--- config.mk ---
export PLATFORM = sky130hd
export DESIGN_NAME = fft_twiddle_agu
export DESIGN_NICKNAME = d
export VERILOG_FILES = /design/src/rtl/fft_twiddle_agu.sv
export SDC_FILE = /design/constraint.sdc
export NUM_CORES = 1
export LEC_CHECK = 0
export ABC_CLOCK_PERIOD_IN_PS = 3200
export CAP_MARGIN = 20
export CORE_MARGIN = 1
export CORE_UTILIZATION = 45
export DETAILED_ROUTE_END_ITERATION = 6
export GPL_TIMING_DRIVEN = 0
export PLACE_DENSITY = 0.71
export RECOVER_POWER = 25
export SETUP_SLACK_MARGIN = 0.2
export SLEW_MARGIN = 10
export SYNTH_ARGS = -nofsm -noshare
export SYNTH_HDL_FRONTEND = slang
export SYNTH_SLANG_ARGS = --single-unit
export TNS_END_PERCENT = 100
--- constraint.sdc ---
create_clock -name i_clk -period 3.2 [get_ports i_clk]
set_input_delay 0.64 -clock i_clk [delete_from_list [all_inputs] [get_ports i_clk]]
set_output_delay 0.64 -clock i_clk [all_outputs]
set_load 0.005 [all_outputs]
--- src/rtl/fft_twiddle_agu.sv ---
// Twiddle address generator / fetch sequencer for one radix-2 FFT stage.
// Issues one ROM read per butterfly and streams {re, im, last} through a 2-entry FIFO.
module fft_twiddle_agu #(
  parameter int ADDR_W  = 9,
  parameter int DATA_W  = 16,
  parameter int STAGE_W = 4
) (
  input  logic               i_clk,
  input  logic               i_rst,
  input  logic               i_start,
  input  logic [STAGE_W-1:0] i_stage,
  output logic               o_busy,
  output logic               o_done,
  output logic               o_rom_rd_en,
  output logic [ADDR_W-1:0]  o_rom_rd_addr,
  input  logic [DATA_W-1:0]  i_rom_re_data,
  input  logic [DATA_W-1:0]  i_rom_im_data,
  output logic               o_tw_valid,
  input  logic               i_tw_ready,
  output logic [DATA_W-1:0]  o_tw_re,
  output logic [DATA_W-1:0]  o_tw_im,
  output logic               o_tw_last
);

  localparam int ENTRY_W = 2 * DATA_W + 1;
  localparam logic [STAGE_W-1:0] MAX_STAGE = STAGE_W'(ADDR_W);
  localparam logic [ADDR_W-1:0]  LAST_J    = '1;

  typedef enum logic [1:0] {IDLE, RUN, DRAIN} state_t;

  state_t              state_reg, state_next;
  logic [STAGE_W-1:0]  stage_reg;
  logic [ADDR_W-1:0]   j_reg;
  logic                inflight_reg, inflight_last_reg;
  logic [1:0]          count_reg;
  logic                wr_ptr_reg, rd_ptr_reg;
  logic                done_reg, done_next;
  logic [ENTRY_W-1:0]  fifo_mem [2];

  logic                pop, push, rd_en;
  logic [2:0]          credit;
  logic [ADDR_W-1:0]   addr_mask;
  logic [STAGE_W-1:0]  stage_clamped;

  assign stage_clamped = (i_stage > MAX_STAGE) ? MAX_STAGE : i_stage;
  assign addr_mask     = ~({ADDR_W{1'b1}} << stage_reg);
  assign o_rom_rd_addr = (j_reg & addr_mask) << (MAX_STAGE - stage_reg);

  assign push   = inflight_reg;
  assign pop    = (count_reg != 2'd0) && i_tw_ready;
  // Slots already committed (buffered + in flight), less the one leaving this cycle.
  assign credit = {1'b0, count_reg} + {2'b00, inflight_reg} - {2'b00, pop};
  assign rd_en  = (state_reg == RUN) && (credit < 3'd2);

  always_comb begin
    state_next = state_reg;
    done_next  = 1'b0;
    case (state_reg)
      IDLE:  if (i_start) state_next = RUN;
      RUN:   if (rd_en && (j_reg == LAST_J)) state_next = DRAIN;
      DRAIN: begin
        if (!inflight_reg && ((count_reg == 2'd0) || ((count_reg == 2'd1) && pop))) begin
          state_next = IDLE;
          done_next  = 1'b1;
        end
      end
      default: state_next = IDLE;
    endcase
  end

  always_ff @(posedge i_clk) begin
    if (i_rst) begin
      state_reg         <= IDLE;
      done_reg          <= 1'b0;
      stage_reg         <= '0;
      j_reg             <= '0;
      inflight_reg      <= 1'b0;
      inflight_last_reg <= 1'b0;
      count_reg         <= 2'd0;
      wr_ptr_reg        <= 1'b0;
      rd_ptr_reg        <= 1'b0;
      fifo_mem[0]       <= '0;
      fifo_mem[1]       <= '0;
    end else begin
      state_reg         <= state_next;
      done_reg          <= done_next;
      inflight_reg      <= rd_en;
      inflight_last_reg <= rd_en && (j_reg == LAST_J);
      if ((state_reg == IDLE) && i_start) begin
        stage_reg <= stage_clamped;
        j_reg     <= '0;
      end else if (rd_en) begin
        j_reg <= j_reg + 1'b1;
      end
      if (push) begin
        fifo_mem[wr_ptr_reg] <= {i_rom_re_data, i_rom_im_data, inflight_last_reg};
        wr_ptr_reg           <= ~wr_ptr_reg;
      end
      if (pop) rd_ptr_reg <= ~rd_ptr_reg;
      count_reg <= count_reg + {1'b0, push} - {1'b0, pop};
    end
  end

  assign o_rom_rd_en = rd_en;
  assign o_busy      = (state_reg != IDLE);
  assign o_done      = done_reg;
  assign o_tw_valid  = (count_reg != 2'd0);
  assign {o_tw_re, o_tw_im, o_tw_last} = fifo_mem[rd_ptr_reg];

endmodule

==> flow_metrics.env, run 1 <==
export IMPL_place_gp_congestion=0.8655
export IMPL_yosysUniqueCellTypes=44
export IMPL_ir_drop_v=0.0004222
export IMPL_clock_power_share=0.223
export IMPL_drt_pass1_iterations=4
export IMPL_wl_um=9113
export IMPL_p_comb_frac=0.334
export IMPL_final_net_count=516
export IMPL_max_slew_margin=0.4378
export IMPL_ant_nets=0
export IMPL_leakagePower_nw=2.099
export IMPL_syn2layout_area_growth_pct=31.65
export IMPL_synth_xor_area_share=0.02221
export IMPL_timing_rr_start="count_reg[1]$_SDFF_PP0_"
export IMPL_largest_reg_flops=66
export IMPL_dpl_worst_slack_ns=-0.9276
export IMPL_grt_pass1_wl_um=14790
export IMPL_synth_edf_count=66
export IMPL_crit_path_end_kind="output port"
export IMPL_worstMarginPinSlew_ns=0.8433
export IMPL_synth_top_family_by_area="simple AND/OR/NAND/NOR gates"
export IMPL_power_switching_w=0.0009486
export IMPL_dieArea_mm2=0.009909
export IMPL_syn_area_mm2=0.004282
export IMPL_crit_fanout=2
export IMPL_critPathArrivalTime_ns=2.54
export IMPL_yosysMostFrequentCell="and2_1"
export IMPL_swShare=0.2944
export IMPL_yosysSeqAreaShare=0.5704
export IMPL_vias=3086
export IMPL_hp_start="j_reg[8]$_SDFFE_PP0P_"
export IMPL_p_per_area_mw_per_mm2=571.7
export IMPL_synth_mux_area_frac=0.1037
export IMPL_cts_max_path_buffers=2
export IMPL_first_iter_violations=81
export IMPL_grt_max_degree=34
export IMPL_power_total_w=0.003222
export IMPL_synth_top_area_share=0.4629
export IMPL_start_util=0.4634
export IMPL_synthTopCellsByArea="edfxtp_1 46%, dfxtp_1 11%, and2_1 9.8%"
export IMPL_grt_overflow=0
export IMPL_syn_nets=403
export IMPL_synth_simple_area_share=0.1970
export IMPL_synth_common_cells="67 x and2_1, 66 x edfxtp_1, 35 x mux2_2"
export IMPL_cts_max_level=3
export IMPL_hold_buffers=0
export IMPL_clk_pin_slew_ns=0.10
export IMPL_cts_sinks=89
export IMPL_synth_top_cell_by_area="edfxtp_1"
export IMPL_drcViolationCount=0
export IMPL_core_area_mm2=0.009240
export IMPL_required_ns=2.56
export IMPL_drive_above_1_share=0.2262
export IMPL_cts_buffers=9
export IMPL_ys_flop_type="edfxtp_1"
export IMPL_setup_violations=0
export IMPL_place_area_mm2=0.005290
export IMPL_finalCritPeriodShare=0.9946
export IMPL_async_reset_ff_frac=0
export IMPL_status="finished, final reports clean"
export IMPL_p_seq_frac=0.443
export IMPL_synth_compound_area_frac=0.05172
export IMPL_grt_total_usage=0.1939
export IMPL_drv_cap=0
export IMPL_cts_tree="done"
export IMPL_syn_inst=355
export IMPL_setup_ws_ns=0.01735
export IMPL_hold_viol=0
export IMPL_row_count=35
export IMPL_hpwl_um=6101
export IMPL_ys_seq_elements=89
export IMPL_start_kind="flip-flop"
export IMPL_tns_ns=0
export IMPL_grt_pass1_vias=3134
export IMPL_slew_viol_final=0
export IMPL_rsz0062_at_grt="true"
export IMPL_port_buffers=84
export IMPL_synthAdderAreaFrac=0.02513
export IMPL_antenna_cells=0
export IMPL_max_clock_freq_mhz=314.2
export IMPL_final_area_mm2=0.005637
export IMPL_wl_per_cell_um=15.14
export IMPL_dieWidth_um=99.55
export IMPL_yosysWarnings=0
export IMPL_post_route_util=0.6100
export IMPL_min_path_type="flip-flop to flip-flop"
export IMPL_die_h_um=99.55
export IMPL_syn_avg_cell_area_um2=12.06
export IMPL_ios=86
export IMPL_clk_latency_ns=0.36
export IMPL_viasPerCell=5.126
export IMPL_crit_path_start="count_reg[1]$_SDFF_PP0_"
export IMPL_grt_antenna_before_repair=0
export IMPL_clock_root_buffer="clkbuf_8"
export IMPL_period_needed_ns=3.183
export IMPL_intPower_w=0.002274
export IMPL_clock_skew_ns=0.01416
export IMPL_path_class="flip-flop to output port"
## stage by stage
step	hold WS (ns)	cells
floorplan	0.4705	355
global placement	0.4932	568
detailed placement	0.5010	568
CTS	0.5139	599
global route	0.5357	602
finish	0.5119	602
## final timing paths
check,to,slack [ns],depth (start not counted)
max,o_rom_rd_en,0.02,10
min reg2reg,j_reg[8]$_SDFFE_PP0P_,0.51,2
min,j_reg[8]$_SDFFE_PP0P_,0.51,2
max reg2reg,j_reg[7]$_SDFFE_PP0P_,0.44,12
## power by group through the flow
stage | registers (W) | clock network [W] | logic (W)
6_report | 0.00143 | 0.000719 | 0.00108
5_1_grt | 0.00144 | 0.000779 | 0.00116
4_1_cts | 0.00143 | 0.000729 | 0.00104
3_5_place_dp | 0.00145 | 0 | 0.000978
3_3_place_gp | 0.00145 | 0 | 0.000964
2_1_floorplan | 0.00144 | 0 | 0.000537
## worst max-delay path, stage by stage, from the launching register on
cell     delay [ns]
dfxtp_2        0.36
inv_4          0.05
a21oi_4        0.14
ha_1           0.24
inv_1          0.07
ha_2           0.18
fa_1           0.43
or3b_1         0.38
buf_6          0.13
nor2_4         0.08
buf_2          0.12
## layout by cell type, fill, tap and decap left out, drive strengths merged, types with 4 or more instances in the layout
| cell type | instances |
|---|---|
| clkdlybuf4s50 | 78 |
| and2 | 67 |
| edfxtp | 66 |
| mux2 | 35 |
| clkbuf | 25 |
| nor2 | 24 |
| buf | 24 |
| dfxtp | 23 |
| nand2 | 16 |
| inv | 15 |
| a21oi | 10 |
| xnor2 | 10 |
| o21ai | 9 |
| nand3 | 7 |
| ha | 7 |
| mux2i | 5 |
| nor3b | 4 |
| nor4 | 4 |
## kinds of logic (layout without fill, tap and decap cells)
group	Yosys count	after routing
and+or+nand+nor	142	142
DFF	89	89
muxes	40	40
AOI/OAI and AO/OA	35	35
buffers and inverters	31	149
xor gates and xnor gates	10	10
adders and majority gates	8	8
## layer usage
metal / share of wire / global-route usage / wire length, um
met3: 0.037 / 0.03443 / 337
met4: 0.015 / 0.06900 / 139
met5: 0 / 0 / 0
met1: 0.43 / 0.2311 / 3888
met2: 0.52 / 0.3510 / 4747
## cell type report
cell class,count,area [um2]
clock buffer,10,127.6
inverter,12,47.55
clock inverter,6,50.05
sequential,89,2450
timing repair buffer,102,964.7
tap,129,161.4
fill,760,3603
buffer,19,90.09
multi-input combinational,235,1745
## timing repair
action	in CTS	in global routing
setup endpoints to repair	12	26
resized for setup	24	14
pin swaps	6	6
buffers inserted	15	3
Note: power is estimated with default switching activity, not from simulation.
==> inputs of run 2 (changes only) <==
--- a/config.mk
+++ b/config.mk
@@ -7,8 +7,8 @@
 export LEC_CHECK = 0
 export ABC_CLOCK_PERIOD_IN_PS = 3200
 export CAP_MARGIN = 20
-export CORE_MARGIN = 1
 export CORE_UTILIZATION = 45
+export CTS_CLUSTER_SIZE = 14
 export DETAILED_ROUTE_END_ITERATION = 6
 export GPL_TIMING_DRIVEN = 0
 export PLACE_DENSITY = 0.71
==> results of run 2 <==
The final DEF is identical to that of run 1; final timing and power are the same.
==> inputs of run 3 (changes only) <==
--- a/config.mk
+++ b/config.mk
@@ -6,13 +6,15 @@
 export NUM_CORES = 1
 export LEC_CHECK = 0
 export ABC_CLOCK_PERIOD_IN_PS = 3200
-export CAP_MARGIN = 20
+export CAP_MARGIN = 40
+export CORE_MARGIN = 2
 export CORE_UTILIZATION = 45
 export CTS_CLUSTER_SIZE = 14
 export DETAILED_ROUTE_END_ITERATION = 6
 export GPL_TIMING_DRIVEN = 0
 export PLACE_DENSITY = 0.71
 export RECOVER_POWER = 25
+export REMOVE_ABC_BUFFERS = 1
 export SETUP_SLACK_MARGIN = 0.2
 export SLEW_MARGIN = 10
 export SYNTH_ARGS = -nofsm -noshare
==> run 3 against run 2 <==
Net effect: total power shrank 1.2%; sequential cell count stayed put; critical path depth shrank 1; clock skew fell by 0.0040 ns; via count fell by 3.4%; critical endpoint unchanged; highest routed layer unchanged.
==> flow_metrics.env, run 3 (synthesized netlist as in run 1, its figures left out) <==
export IMPL_status="finished, final reports clean"
export IMPL_grt_overflow=0
export IMPL_layout_commonest_cell="clkdlybuf4s50_1"
export IMPL_antenna_cells=0
export IMPL_grt_max_degree=34
export IMPL_worstMarginPinSlew_ns=1.061
export IMPL_clock_skew_ns=0.01019
export IMPL_grt_pass1_vias=2915
export IMPL_drv_cap=0
export IMPL_vias=2981
export IMPL_power_total_w=0.003184
export IMPL_setup_violations=0
export IMPL_period_needed_ns=3.060
export IMPL_swShare=0.2861
export IMPL_required_ns=2.56
export IMPL_layout_common_cells="74 x clkdlybuf4s50_1, 66 x edfxtp_1, 53 x and2_1"
export IMPL_clk_latency_ns=0.35
export IMPL_p_seq_frac=0.451
export IMPL_hpwl_um=5702
export IMPL_slew_viol_final=0
export IMPL_final_cells=582
export IMPL_leakagePower_nw=2.077
export IMPL_cts_max_level=3
export IMPL_die_h_um=101.5
export IMPL_start_kind="flip-flop"
export IMPL_rsz0062_at_grt="true"
export IMPL_grt_pass1_wl_um=13500
export IMPL_place_inst=556
export IMPL_place_gp_congestion=0.8583
export IMPL_ant_nets=0
export IMPL_cts_buffers=9
export IMPL_intPower_w=0.002273
export IMPL_clock_power_share=0.211
export IMPL_grt_antenna_before_repair=0
export IMPL_post_route_util=0.6077
export IMPL_power_switching_w=0.0009110
export IMPL_drt_pass1_iterations=4
export IMPL_core_area_mm2=0.009240
export IMPL_max_slew_margin=0.2913
export IMPL_first_iter_violations=103
export IMPL_final_net_count=496
export IMPL_drive_above_1_share=0.2141
export IMPL_port_buffers=85
export IMPL_syn2layout_area_growth_pct=31.15
export IMPL_grt_total_usage=0.1678
export IMPL_viasPerCell=5.122
export IMPL_wl_um=8435
export IMPL_n_fill_cell=757
export IMPL_drcViolationCount=0
export IMPL_row_count=35
export IMPL_largest_reg_flops=66
export IMPL_min_path_type="flip-flop to flip-flop"
export IMPL_clock_root_buffer="clkbuf_8"
export IMPL_dieArea_mm2=0.01031
export IMPL_crit_path_end_kind="output port"
export IMPL_dieWidth_um=101.5
export IMPL_finalCritPeriodShare=0.9563
export IMPL_path_class="flip-flop to output port"
export IMPL_cts_max_path_buffers=2
export IMPL_ios=86
export IMPL_ir_drop_v=0.0002472
export IMPL_cts_tree="done"
export IMPL_crit_fanout=2
export IMPL_max_clock_freq_mhz=326.8
export IMPL_start_util=0.4634
export IMPL_p_per_area_mw_per_mm2=567.0
export IMPL_hold_buffers=0
export IMPL_hold_viol=0
export IMPL_cts_sinks=89
export IMPL_p_comb_frac=0.338
export IMPL_wl_per_cell_um=14.49
export IMPL_clk_pin_slew_ns=0.09
export IMPL_tns_ns=0
export IMPL_critPathArrivalTime_ns=2.42
-- run 3: cell types whose count changed in the layout (fill, tap and decap cells not counted), sizes merged --
cell and delta:
buf -7, dlygate4sd3 +4, inv -2, clkinvlp +1, clkdlybuf4s50 -4, dlymetal6s2s +2, clkinv +1, clkbuf -14
dlygate4sd2 -1
-- run 3: through the flow --
stage | area (um2) | worst slack (ns) | hold WS [ns]
after floorplan | 4199 | 0.1146 | 0.4705
after global placement | 5211 | -2.434 | 0.4949
after detailed placement | 5305 | -1.098 | 0.5075
after CTS | 5574 | 0.07292 | 0.5202
after global routing | 5615 | 0.03858 | 0.5523
final | 5615 | 0.1398 | 0.5166
-- run 3: layer usage --
layer	GRT usage	part of all wire	wire length, um
met5	0	0	0
met4	0.04366	0.015	130
met2	0.2910	0.49	4134
met1	0.2044	0.43	3594
met3	0.04969	0.068	575
-- run 3: path summary, 6_finish.rpt --
kind,startpoint,endpoint,slack [ns],cells past startpoint
setup reg to reg,count_reg[1]$_SDFF_PP0_,j_reg[7]$_SDFFE_PP0P_,0.54,11
hold / removal,stage_reg[2]$_SDFFE_PP0P_,stage_reg[2]$_SDFFE_PP0P_,0.52,2
setup / recovery,count_reg[1]$_SDFF_PP0_,o_rom_rd_en,0.14,9
hold reg to reg,stage_reg[2]$_SDFFE_PP0P_,stage_reg[2]$_SDFFE_PP0P_,0.52,2
-- run 3: what timing repair did --
item / in CTS / in global routing
endpoints found under the setup margin: 20 / 30
pin swaps: 5 / 5
buffers inserted: 9 / 1
resized for setup: 30 / 9
-- run 3: critical path, stage by stage (launching register included) --
cell and delay (ns):
dfxtp_1 0.40, inv_4 0.06, a21oi_4 0.17, ha_4 0.22, inv_2 0.06, ha_4 0.12, fa_1 0.42, or3b_4 0.42
nor2_4 0.11, buf_2 0.12
-- run 3: area by class of cell --
class	instances	area, um2	area share
Clock buffer	10	127.6	0.02273
Multi-Input combinational cell	235	1787	0.3182
Sequential cell	89	2455	0.4372
Timing Repair Buffer	101	994.7	0.1771
Inverter	12	47.55	0.008467
Clock inverter	6	42.54	0.007576
Tap cell	129	161.4	0.02874
-- run 3: power by group through the flow --
stage	sequential [W]	clock, W	combinational (W)
2_1_floorplan	0.00148	0	0.000461
3_3_place_gp	0.00151	0	0.000870
3_5_place_dp	0.00146	0	0.000964
4_1_cts	0.00144	0.000687	0.00106
5_1_grt	0.00145	0.000739	0.00117
6_report	0.00144	0.000671	0.00108
==> edit: new RTL, flow settings as in run 2 <==
Encoding of `state_t`: now one-hot (3 bits for 3 states).
--- a/src/rtl/fft_twiddle_agu.sv
+++ b/src/rtl/fft_twiddle_agu.sv
@@ -28,3 +28,3 @@
 
-  typedef enum logic [1:0] {IDLE, RUN, DRAIN} state_t;
+  typedef enum logic [2:0] {IDLE = 3'b001, RUN = 3'b010, DRAIN = 3'b100} state_t;
 
Behaviour: no difference found for any inputs over 10 cycles, from zero or initial values and one cycle with i_rst high; not proved beyond that.
==> edit against run 2 <==
  * The run now ends with negative setup slack left
  * Worst setup slack worse by 0.26 ns
  * Register-to-register slack worse by 0.25 ns
  * Combinational power down 18%
  * Sequential power is 6% lower
  * Routed wire length down 1.7%
  * Critical path type unchanged
  * Design area rose by 0.13%
  * Die area is 1.0% higher
  * Total power is 6.6% lower
  * Sequential cell count increased by 1
  * Area after synthesis up 1.0%
==> edit: results (changes against run 2) <==
| Metric | Value |
|---|---|
| Status | `complete, but fails checks` |
| Violated checks | `negative setup slack` |
| Synth top area cells | `edfxtp_1 46%, dfxtp_1 11%, and2_1 9.8%` |
| Top cells by count, synth | `68 x and2_1, 66 x edfxtp_1, 35 x mux2_2, 24 x dfxtp_1, 21 x nor2_1` |
| WL per Instance | `15.03 µm (-0.71%)` |
| Post-synthesis sequential area ratio | `56.93% (-0.11 points)` |
| Non-clock buffering overhead | `17.00% (-1.7 points)` |
| Setup violations, final | `1 (+1)` |
| FFs w/ async S/R, synth | `0% (unchanged)` |
| Fraction of final layout cells sized beyond drive strength 1 | `19.06% (-3.6 points)` |
| Num CTS Buffers | `9 (unchanged)` |
| Worst skew pair latency | `0.35 ns` |
| PnR worst setup slack | `-0.2385 ns (-0.2558 ns)` |
| Synth Warn # | `0 (unchanged)` |
| Arrival @ worst endpoint | `2.80 ns (+0.26 ns)` |
| Cells after DPL | `575 (+1.2%)` |
| Multi-input gate area | `0.001810 mm² (+3.7%)` |
| Via Count | `2,994 (-3.0%)` |
| Max Root-Sink Buffers | `2 (unchanged)` |
| GRT Util Overall | `19.18% (-0.22 points)` |
| Synth unique cells | `45 (+2.3%)` |
| EDFF count, synth | `66 (unchanged)` |
| Syn Nets | `410 (+1.7%)` |
| Pleak | `2.044 nW (-2.6%)` |
| CP Max Fanout | `2 (unchanged)` |
| Comb_multi_in | `243 (+3.4%)` |
| Clk tree area frac | `3.547% (+0.39 points)` |
| Seq_cells | `90 (+1.1%)` |
| Synth Instances | `362 (+2.0%)` |
| # fillers | `788 (+3.7%)` |
| Sequential cell area share | `43.78% (+0.32 points)` |
| # resized after CTS | `25 (+4.2%)` |
| First-pass GRT wire length | `14,640 µm (-1.0%)` |
| Max VDD drop | `0.0005267 V (+25%)` |
| Net count, final | `510 (-1.2%)` |
| Number of non-clock buffers | `107 (-12%)` |
| Post-CTS setup buffer count | `4 (-11)` |
| Least-Margin Pin Slew | `0.8500 ns (+0.006684 ns)` |
| Fin cells | `596 (-1.0%)` |
| Inverters | `11 (-1)` |
| DRT iter0 DRCs | `97 (+20%)` |
| Hold Path Class | `reg2reg` |
| Clkbuf count | `10 (unchanged)` |
| Setup TNS | `-0.2385 ns (-0.2385 ns)` |
| CP max-delay cell | `or4b_1` |
| Final Skew | `0.01096 ns (-0.003198 ns)` |
| Post-DP HPWL | `6329 µm (+3.7%)` |
| CP max stage delay | `0.49 ns (+0.06 ns)` |
| Gpl congestion | `0.8134 (-6.0%)` |
| CP top delay family | `simple AND/OR/NAND/NOR gates` |
-- edit: changes by cell type after synthesis, sizes merged, moves of 2 or more --
cell and change:
nor3 +4, buf -2, nand2b +2, nand3b +2, nor2 +2, o211ai -2
or3b -2
-- edit: path summary, 6_finish.rpt --
kind | startpoint | endpoint | slack [ns] | cells after the start
min | stage_reg[2] | stage_reg[2] | 0.51 | 2
max reg2reg | count_reg[1] | j_reg[7] | 0.19 | 12
min reg2reg | stage_reg[2] | stage_reg[2] | 0.51 | 2
max | count_reg[1] | o_rom_rd_en | -0.24 | 10
-- edit: report_power, final --
| part | leakage [nW] | switching [W] | internal, W |
|---|---|---|---|
| clock | 0.0975 | 0.000413 | 0.000370 |
| combinational | 1.07 | 0.000388 | 0.000497 |
| sequential | 0.878 | 0.0000275 | 0.00132 |
-- edit: per-stage QoR --
step | setup slack [ns] | cell area [µm²] | power (W) | hold WS (ns) | utilization, %
finish | -0.2385 | 5644 | 0.003010 | 0.5104 | 60.80
global route | -0.3218 | 5644 | 0.003164 | 0.5366 | 60.80
CTS | -0.3662 | 5604 | 0.003004 | 0.5217 | 60.36
detailed placement | -0.9660 | 5329 | 0.002171 | 0.5004 | 57.40
global placement | -0.9574 | 5328 | 0.002156 | 0.4954 | 57.39
floorplan | 0.08447 | 4325 | 0.001802 | 0.4705 | -
-- edit: cells by family after synthesis --
family	count (synthesis)	synth area share, %
AO/OA/AOI/OAI	36	5.178
XOR/XNOR	10	2.199
adder cells (fa/ha/maj)	8	2.488
multiplexers	40	10.27
flip-flops	90	56.93
AND/OR/NAND/NOR	149	20.22
buffers and inverters	29	2.719
-- edit: metal layers --
layer	vias to the layer above	wire (µm)	global-route usage, %
li1	1475	-	-
met1	1442	4028	23.85
met2	66	4466	33.79
met3	11	338	3.273
met4	0	124	6.689
met5	-	0	0
